[config.mk]
export PLATFORM = sky130hd
export DESIGN_NAME = factorial_core
export DESIGN_NICKNAME = d
export VERILOG_FILES = /design/src/rtl/fact_pkg.sv /design/src/rtl/seq_mult_128x64.sv /design/src/rtl/factorial_core.sv
export SDC_FILE = /design/constraint.sdc
export NUM_CORES = 2
export LEC_CHECK = 0
export ABC_AREA = 1
export CAP_MARGIN = 30
export CORE_MARGIN = 10
export CORE_UTILIZATION = 35
export CTS_CLUSTER_DIAMETER = 100
export DETAILED_ROUTE_END_ITERATION = 8
export SYNTH_ARGS = -nofsm -noshare
export SYNTH_HDL_FRONTEND = slang
export SYNTH_SLANG_ARGS = --single-unit
[constraint.sdc]
create_clock -name clk -period 8.22 [get_ports clk]
set_input_delay 1.644 -clock clk [delete_from_list [all_inputs] [get_ports clk]]
set_output_delay 1.644 -clock clk [all_outputs]
set_load 0.01 [all_outputs]
[src/rtl/fact_pkg.sv]
// ============================================================================
// Module   : fact_pkg
// Brief    : Shared types and constants for the factorial compute engine.
// Revision : 1.0 - initial release
// ============================================================================
`default_nettype none

package fact_pkg;

    localparam int RES_W       = 128;
    localparam int OPND_W      = 64;
    localparam int MUL_CYCLES  = 64;
    localparam int OD_DONE_BIT = 1;
    localparam int OD_BUSY_BIT = 0;

    typedef enum logic [1:0] {
        ST_IDLE = 2'd0,
        ST_INIT = 2'd1,
        ST_MUL  = 2'd2,
        ST_DONE = 2'd3
    } fact_state_e;

endpackage

`default_nettype wire

[src/rtl/seq_mult_128x64.sv]
// ============================================================================
// Module   : seq_mult_128x64
// Brief    : Shift-add multiplier, 128-bit x 64-bit, truncated 128-bit product.
// Revision : 1.0 - initial release
// ============================================================================
`default_nettype none

module seq_mult_128x64
    import fact_pkg::*;
(
    input  logic             clk,
    input  logic             reset_n,
    input  logic             clear,
    input  logic             start,
    input  logic [RES_W-1:0] a,
    input  logic [OPND_W-1:0] b,
    output logic [RES_W-1:0] p,
    output logic             valid
);

    logic [RES_W-1:0]  a_q, a_d;
    logic [OPND_W-1:0] b_q, b_d;
    logic [RES_W-1:0]  p_q, p_d;
    logic [6:0]        step_q, step_d;
    logic              busy_q, busy_d;
    logic              valid_q, valid_d;

    always_comb begin
        a_d     = a_q;
        b_d     = b_q;
        p_d     = p_q;
        step_d  = step_q;
        busy_d  = busy_q;
        valid_d = 1'b0;

        if (clear) begin
            a_d    = '0;
            b_d    = '0;
            p_d    = '0;
            step_d = '0;
            busy_d = 1'b0;
        end else if (start) begin
            // The loading edge already performs the first of the 64 steps.
            p_d    = b[0] ? a : '0;
            a_d    = a << 1;
            b_d    = b >> 1;
            step_d = 7'd1;
            busy_d = 1'b1;
        end else if (busy_q) begin
            p_d = p_q + (b_q[0] ? a_q : '0);
            a_d = a_q << 1;
            b_d = b_q >> 1;
            if (step_q == 7'(MUL_CYCLES - 1)) begin
                step_d  = '0;
                busy_d  = 1'b0;
                valid_d = 1'b1;
            end else begin
                step_d = step_q + 7'd1;
            end
        end
    end

    always_ff @(posedge clk or negedge reset_n) begin
        if (!reset_n) begin
            a_q     <= '0;
            b_q     <= '0;
            p_q     <= '0;
            step_q  <= '0;
            busy_q  <= 1'b0;
            valid_q <= 1'b0;
        end else begin
            a_q     <= a_d;
            b_q     <= b_d;
            p_q     <= p_d;
            step_q  <= step_d;
            busy_q  <= busy_d;
            valid_q <= valid_d;
        end
    end

    assign p     = p_q;
    assign valid = valid_q;

endmodule

`default_nettype wire

[src/rtl/factorial_core.sv]
// ============================================================================
// Module   : factorial_core
// Brief    : Iterative N! engine built on a sequential shift-add multiplier.
// Revision : 1.0 - initial release
// ============================================================================
`default_nettype none

module factorial_core
    import fact_pkg::*;
(
    input  logic              clk,
    input  logic              reset_n,
    input  logic              op_start,
    input  logic              op_clear,
    input  logic              intr_en,
    input  logic [OPND_W-1:0] operand,
    output logic [1:0]        op_done,
    output logic [OPND_W-1:0] result_h,
    output logic [OPND_W-1:0] result_l,
    output logic              interrupt
);

    fact_state_e       state_q, state_d;
    logic              start_q, start_d;
    logic [RES_W-1:0]  acc_q, acc_d;
    logic [OPND_W-1:0] cnt_q, cnt_d;
    logic [RES_W-1:0]  result_q, result_d;
    logic [1:0]        op_done_q, op_done_d;
    logic              interrupt_q, interrupt_d;

    logic              start_rise;
    logic [OPND_W-1:0] cnt_dec;
    logic              m_start;
    logic [RES_W-1:0]  m_a;
    logic [OPND_W-1:0] m_b;
    logic [RES_W-1:0]  m_p;
    logic              m_valid;

    assign start_rise = op_start & ~start_q;
    assign cnt_dec    = cnt_q - 64'd1;

    always_comb begin
        state_d  = state_q;
        start_d  = op_start;
        acc_d    = acc_q;
        cnt_d    = cnt_q;
        result_d = result_q;
        m_start  = 1'b0;
        m_a      = acc_q;
        m_b      = cnt_q;

        if (op_clear) begin
            state_d  = ST_IDLE;
            start_d  = 1'b0;
            acc_d    = '0;
            cnt_d    = '0;
            result_d = '0;
        end else begin
            unique case (state_q)
                ST_IDLE: begin
                    if (start_rise) state_d = ST_INIT;
                end
                ST_INIT: begin
                    acc_d = RES_W'(1);
                    cnt_d = operand;
                    if (operand <= 64'd1) begin
                        state_d  = ST_DONE;
                        result_d = RES_W'(1);
                    end else begin
                        m_start = 1'b1;
                        m_a     = RES_W'(1);
                        m_b     = operand;
                        state_d = ST_MUL;
                    end
                end
                ST_MUL: begin
                    // Next factor is launched on the capture edge: no bubbles.
                    if (m_valid) begin
                        acc_d = m_p;
                        cnt_d = cnt_dec;
                        if (cnt_dec == 64'd1) begin
                            state_d  = ST_DONE;
                            result_d = m_p;
                        end else begin
                            m_start = 1'b1;
                            m_a     = m_p;
                            m_b     = cnt_dec;
                        end
                    end
                end
                ST_DONE: begin
                    if (start_rise) state_d = ST_INIT;
                end
                default: state_d = ST_IDLE;
            endcase
        end

        op_done_d               = 2'b00;
        op_done_d[OD_DONE_BIT]  = (state_d == ST_DONE);
        op_done_d[OD_BUSY_BIT]  = (state_d == ST_INIT) || (state_d == ST_MUL);
        interrupt_d             = intr_en & op_done_d[OD_DONE_BIT];
    end

    always_ff @(posedge clk or negedge reset_n) begin
        if (!reset_n) begin
            state_q     <= ST_IDLE;
            start_q     <= 1'b0;
            acc_q       <= '0;
            cnt_q       <= '0;
            result_q    <= '0;
            op_done_q   <= 2'b00;
            interrupt_q <= 1'b0;
        end else begin
            state_q     <= state_d;
            start_q     <= start_d;
            acc_q       <= acc_d;
            cnt_q       <= cnt_d;
            result_q    <= result_d;
            op_done_q   <= op_done_d;
            interrupt_q <= interrupt_d;
        end
    end

    seq_mult_128x64 u_mult (
        .clk     (clk),
        .reset_n (reset_n),
        .clear   (op_clear),
        .start   (m_start),
        .a       (m_a),
        .b       (m_b),
        .p       (m_p),
        .valid   (m_valid)
    );

    assign op_done   = op_done_q;
    assign result_h  = result_q[RES_W-1:OPND_W];
    assign result_l  = result_q[OPND_W-1:0];
    assign interrupt = interrupt_q;

endmodule

`default_nettype wire

==> summary.txt <==
Logic synthesis
  – Post-synthesis area per instance: around 6.4 um2
  – Sequential fraction of the synthesis area: 35.2%
  – Post-synth net total: between 7000 and 8000
  – Most used DFF post-synth: dfrtp_1
  – Synth cell types: 54
  – Syn. warnings: 0
  – Area of the mapped netlist: 46400 um2
  – Yosys reg bits: 653
  – Post-synth EDFFs: 0
  – Async SR Flop Fraction: 100%
  – Post-Syn Instances: ~7200

Setup path
  – Critical Path Stages: 22
  – Critical setup path kind: reg2reg
  – Critical Path End Type: flip-flop
  – Crit-path slowest cell: inv_6
  – Critical path launch point type: flip-flop
  – Crit path arrival time: between 6 and 7 ns
  – Worst Path Buf+Inv: 4
  – Worst Setup SP: cnt_q[0]$_DFFE_PN0P_
  – Crit path max-delay family: simple AND/OR/NAND/NOR gates
  – CP most frequent cell: nand2_1
  – Worst Reg2Reg Path Length in Cells: 22
  – Worst-path fanout max: 46
  – Slowest stage delay, CP: 0.56 ns
  – CP Cell Sequence: inv_1 > ha_1 > nand2_2 > nor2_8 > nand2_2 > nor2_2 > nand2_1 > nand2_1 > nand2_1 > nor2_1 > nand3_1 > nor2_1 > nand3_2 > buf_4 > nand3_4 > nand2_1 > nand2_2 > nand3_4 > inv_6 > buf_4 > nand2_1 > o21ai_1
  – Worst path required time: between 8 and 9 ns
  – Worst r2r src: cnt_q[0]$_DFFE_PN0P_

Pwr
  – Leakage power: 24.8 nW
  – Power per Cell Area: 257 nW/um2
  – Worst vdd ir: around 240 uV
  – Total power: around 0.013 W

Floorplan
  – Die W: about 380 um
  – Standard-cell rows: approximately 130
  – Initial Utilization: 35.3%
  – Die height: 384 um
  – Area of the core: 131000 um2
  – DIE AREA: 147000 um2
  – I/O Pins: 200

Timing
  – Setup TNS: 0 ns
  – Skew final: roughly 0.048 ns
  – F_max: around 180 MHz
  – Fin. max-slew vios: 0
  – Slew HR: roughly 28%
  – Slew @ Worst Pin: roughly 1.1 ns
  – RSZ-0062 raised after global routing: no
  – Final setup viols: 0
  – Final Cycle Share: between 60% and 70%
  – Final number of hold-violating endpoints: 0
  – Final min period: around 5.7 ns

CTS
  – # resized after CTS: 0
  – Root Driver: clkbuf_16
  – Inserted Clock Buffers: a little over 80
  – CTS tree: yes
  – Hold buffers post-CTS: 0
  – Worst-Skew Late Latency: 0.72 ns
  – Clock transition at path regs: roughly 0.06 ns
  – CTS H-Tree Depth: 3
  – Clock sinks: roughly 650
  – Maximum clock path buffer count: 3
  – Post-CTS Setup Repair Bufs: 0

Layout
  – P&R area growth vs syn: 13.0%
  – Layout net count: about 7500
  – Layout fillers: roughly 14000
  – Commonest cells after routing, fill and taps aside: nand2_1, inv_1, nor2_1
  – Seq. cell area: about 16000 um2
  – Post-route cell area: between 50000 and 60000 um2
  – Layout cells sized above 1: approximately 3.6%
  – Area occupied by multi-input gates: 25600 um2
  – Most common cell after layout, fill and taps aside: nand2_1
  – Fin cells: 9072

Routing
  – Drt first pass iters: 6
  – Antenna Nets Post-Route: 0
  – DR vias: ~48000
  – Total routed wirelength: between 150000 and 200000 um
  – Drc violations: 0
  – Initial DRC Count: 4380
  – Drt wl/cell: around 20 um
  – Via-to-Cell Ratio: 5.27

GRT
  – Global Route met3 Usage: 3.37%
  – GRT Max-Usage Layer: met2
  – First-pass GRT wire length: between 200000 and 300000 um
  – Overall Global Routing Usage: between 20 and 25%
  – Met2 Usage GRT: just under 40%
  – Grt total ovfl: 0
  – Pin count of the biggest net entering global routing: 163
  – Initial antenna violation count: 3
  – Met1 Use GR: roughly 34%
  – Vias in the first global route: between 40000 and 50000

Min path
  – Hold depth: 2
  – Worst hold path class: reg2reg
  – Hold_sp: result_q[97]$_DFFE_PN0P_

Placed design
  – Post-DP HPWL: 136000 um
  – IO Port Bufs: 199
  – Routability Congestion: roughly 1.0
  – Placed insts: 8922
  – Placed inst area: between 40000 and 50000 um2

Job
  – Max-Cap Viols: 0

Outcome
  – Status: completed
-- worst min-delay path: stages (launching register included) --
cell,delay [ns]
dfrtp_1,0.34
nand2_1,0.05
nand2_1,0.04
-- metrics by stage --
| stage | worst slack (ns) | utilization [%] | hold slack, ns |
|---|---|---|---|
| 2_1_floorplan | 4.33 | - | 0.444 |
| 3_3_place_gp | 1.90 | 37.8 | 0.457 |
| 3_5_place_dp | 1.84 | 37.8 | 0.459 |
| 4_1_cts | 2.34 | 39.8 | 0.474 |
| 5_1_grt | 2.21 | 39.8 | 0.490 |
| 6_report | 2.56 | 39.8 | 0.469 |
-- metal layers --
| layer | share of wire [%] | vias up | wire length [um] |
|---|---|---|---|
| met4 | 3.3 | 0 | 6180 |
| li1 | - | 23213 | - |
| met1 | 46 | 22766 | 84600 |
| met3 | 6.0 | 282 | 11200 |
| met2 | 45 | 1588 | 83800 |
| met5 | 0 | - | 0 |
-- logic make-up (layout without fill, tap and decap cells) --
kind of cell | count (synthesis) | after routing | share of synthesized area [%]
DFF | 653 | 653 | 35.2
other | 0 | 2 | 0
buffers and inverters | 1132 | 1204 | 9.73
AOI/OAI and AO/OA | 1522 | 1522 | 17.5
xor gates and xnor gates | 107 | 107 | 2.02
adders and majority gates | 133 | 133 | 3.61
and+or+nand+nor | 3696 | 3696 | 31.9
-- sequential cells by signal (all words and copies together) (netlist names), 2 cells and up --
name / flops
acc_q: 128
result_q: 128
u_mult.p: 128
u_mult.a_q: 127
cnt_q: 64
u_mult.b_q: 63
u_mult.step_q: 7
op_done: 2
state_q: 2
-- cells in the mapped netlist (18+ instances only) --
master    instances  share of area, %
nand4_1          44              0.59
ha_1            132               3.6
o22ai_1          65              0.88
o21ai_1         163               1.8
o21ai_0         763               8.2
nor2_1          791               6.4
or2_2            28              0.38
nor3_1           43              0.46
a31oi_1          18              0.24
o221ai_1         19              0.36
buf_2            81              0.87
inv_1           792               6.4
a21oi_1         371               4.0
o21bai_1         22              0.36
o211ai_1         30              0.49
xor2_1           58               1.1
nand2_1        2396                19
xnor2_1          49              0.93
dfrtp_1         653                35
nor4_1           20              0.27
clkbuf_1        211               1.7
nand3_1         321               3.5
-- final timing paths --
path                                                   end  slack, ns
worst max-delay path            u_mult.a_q[42]$_DFFE_PN0P_       2.56
worst min-delay path              result_q[97]$_DFFE_PN0P_       0.47
worst max register to register  u_mult.a_q[42]$_DFFE_PN0P_       2.56
worst min register to register    result_q[97]$_DFFE_PN0P_       0.47
max in group asynchronous            acc_q[80]$_DFFE_PN0P_       5.59
min in group asynchronous       u_mult.b_q[23]$_DFFE_PN0P_       0.94
-- power breakdown --
part,switching [W],leakage [nW],internal [W]
sequential,0.000294,9.05,0.00348
clock,0.00152,1.29,0.00212
combinational,0.00468,14.4,0.00135
-- cell type report --
class                   count  area share, %
repair buffers            258           4.91
diodes                      2        0.00956
well taps                1755           4.19
clock inverters            28          0.521
multi-input cells        5458           48.9
flip-flops and latches    653           31.2
clock buffers             119           4.51
inverters                 799           5.76
Note: power is estimated with default switching activity, not from simulation.
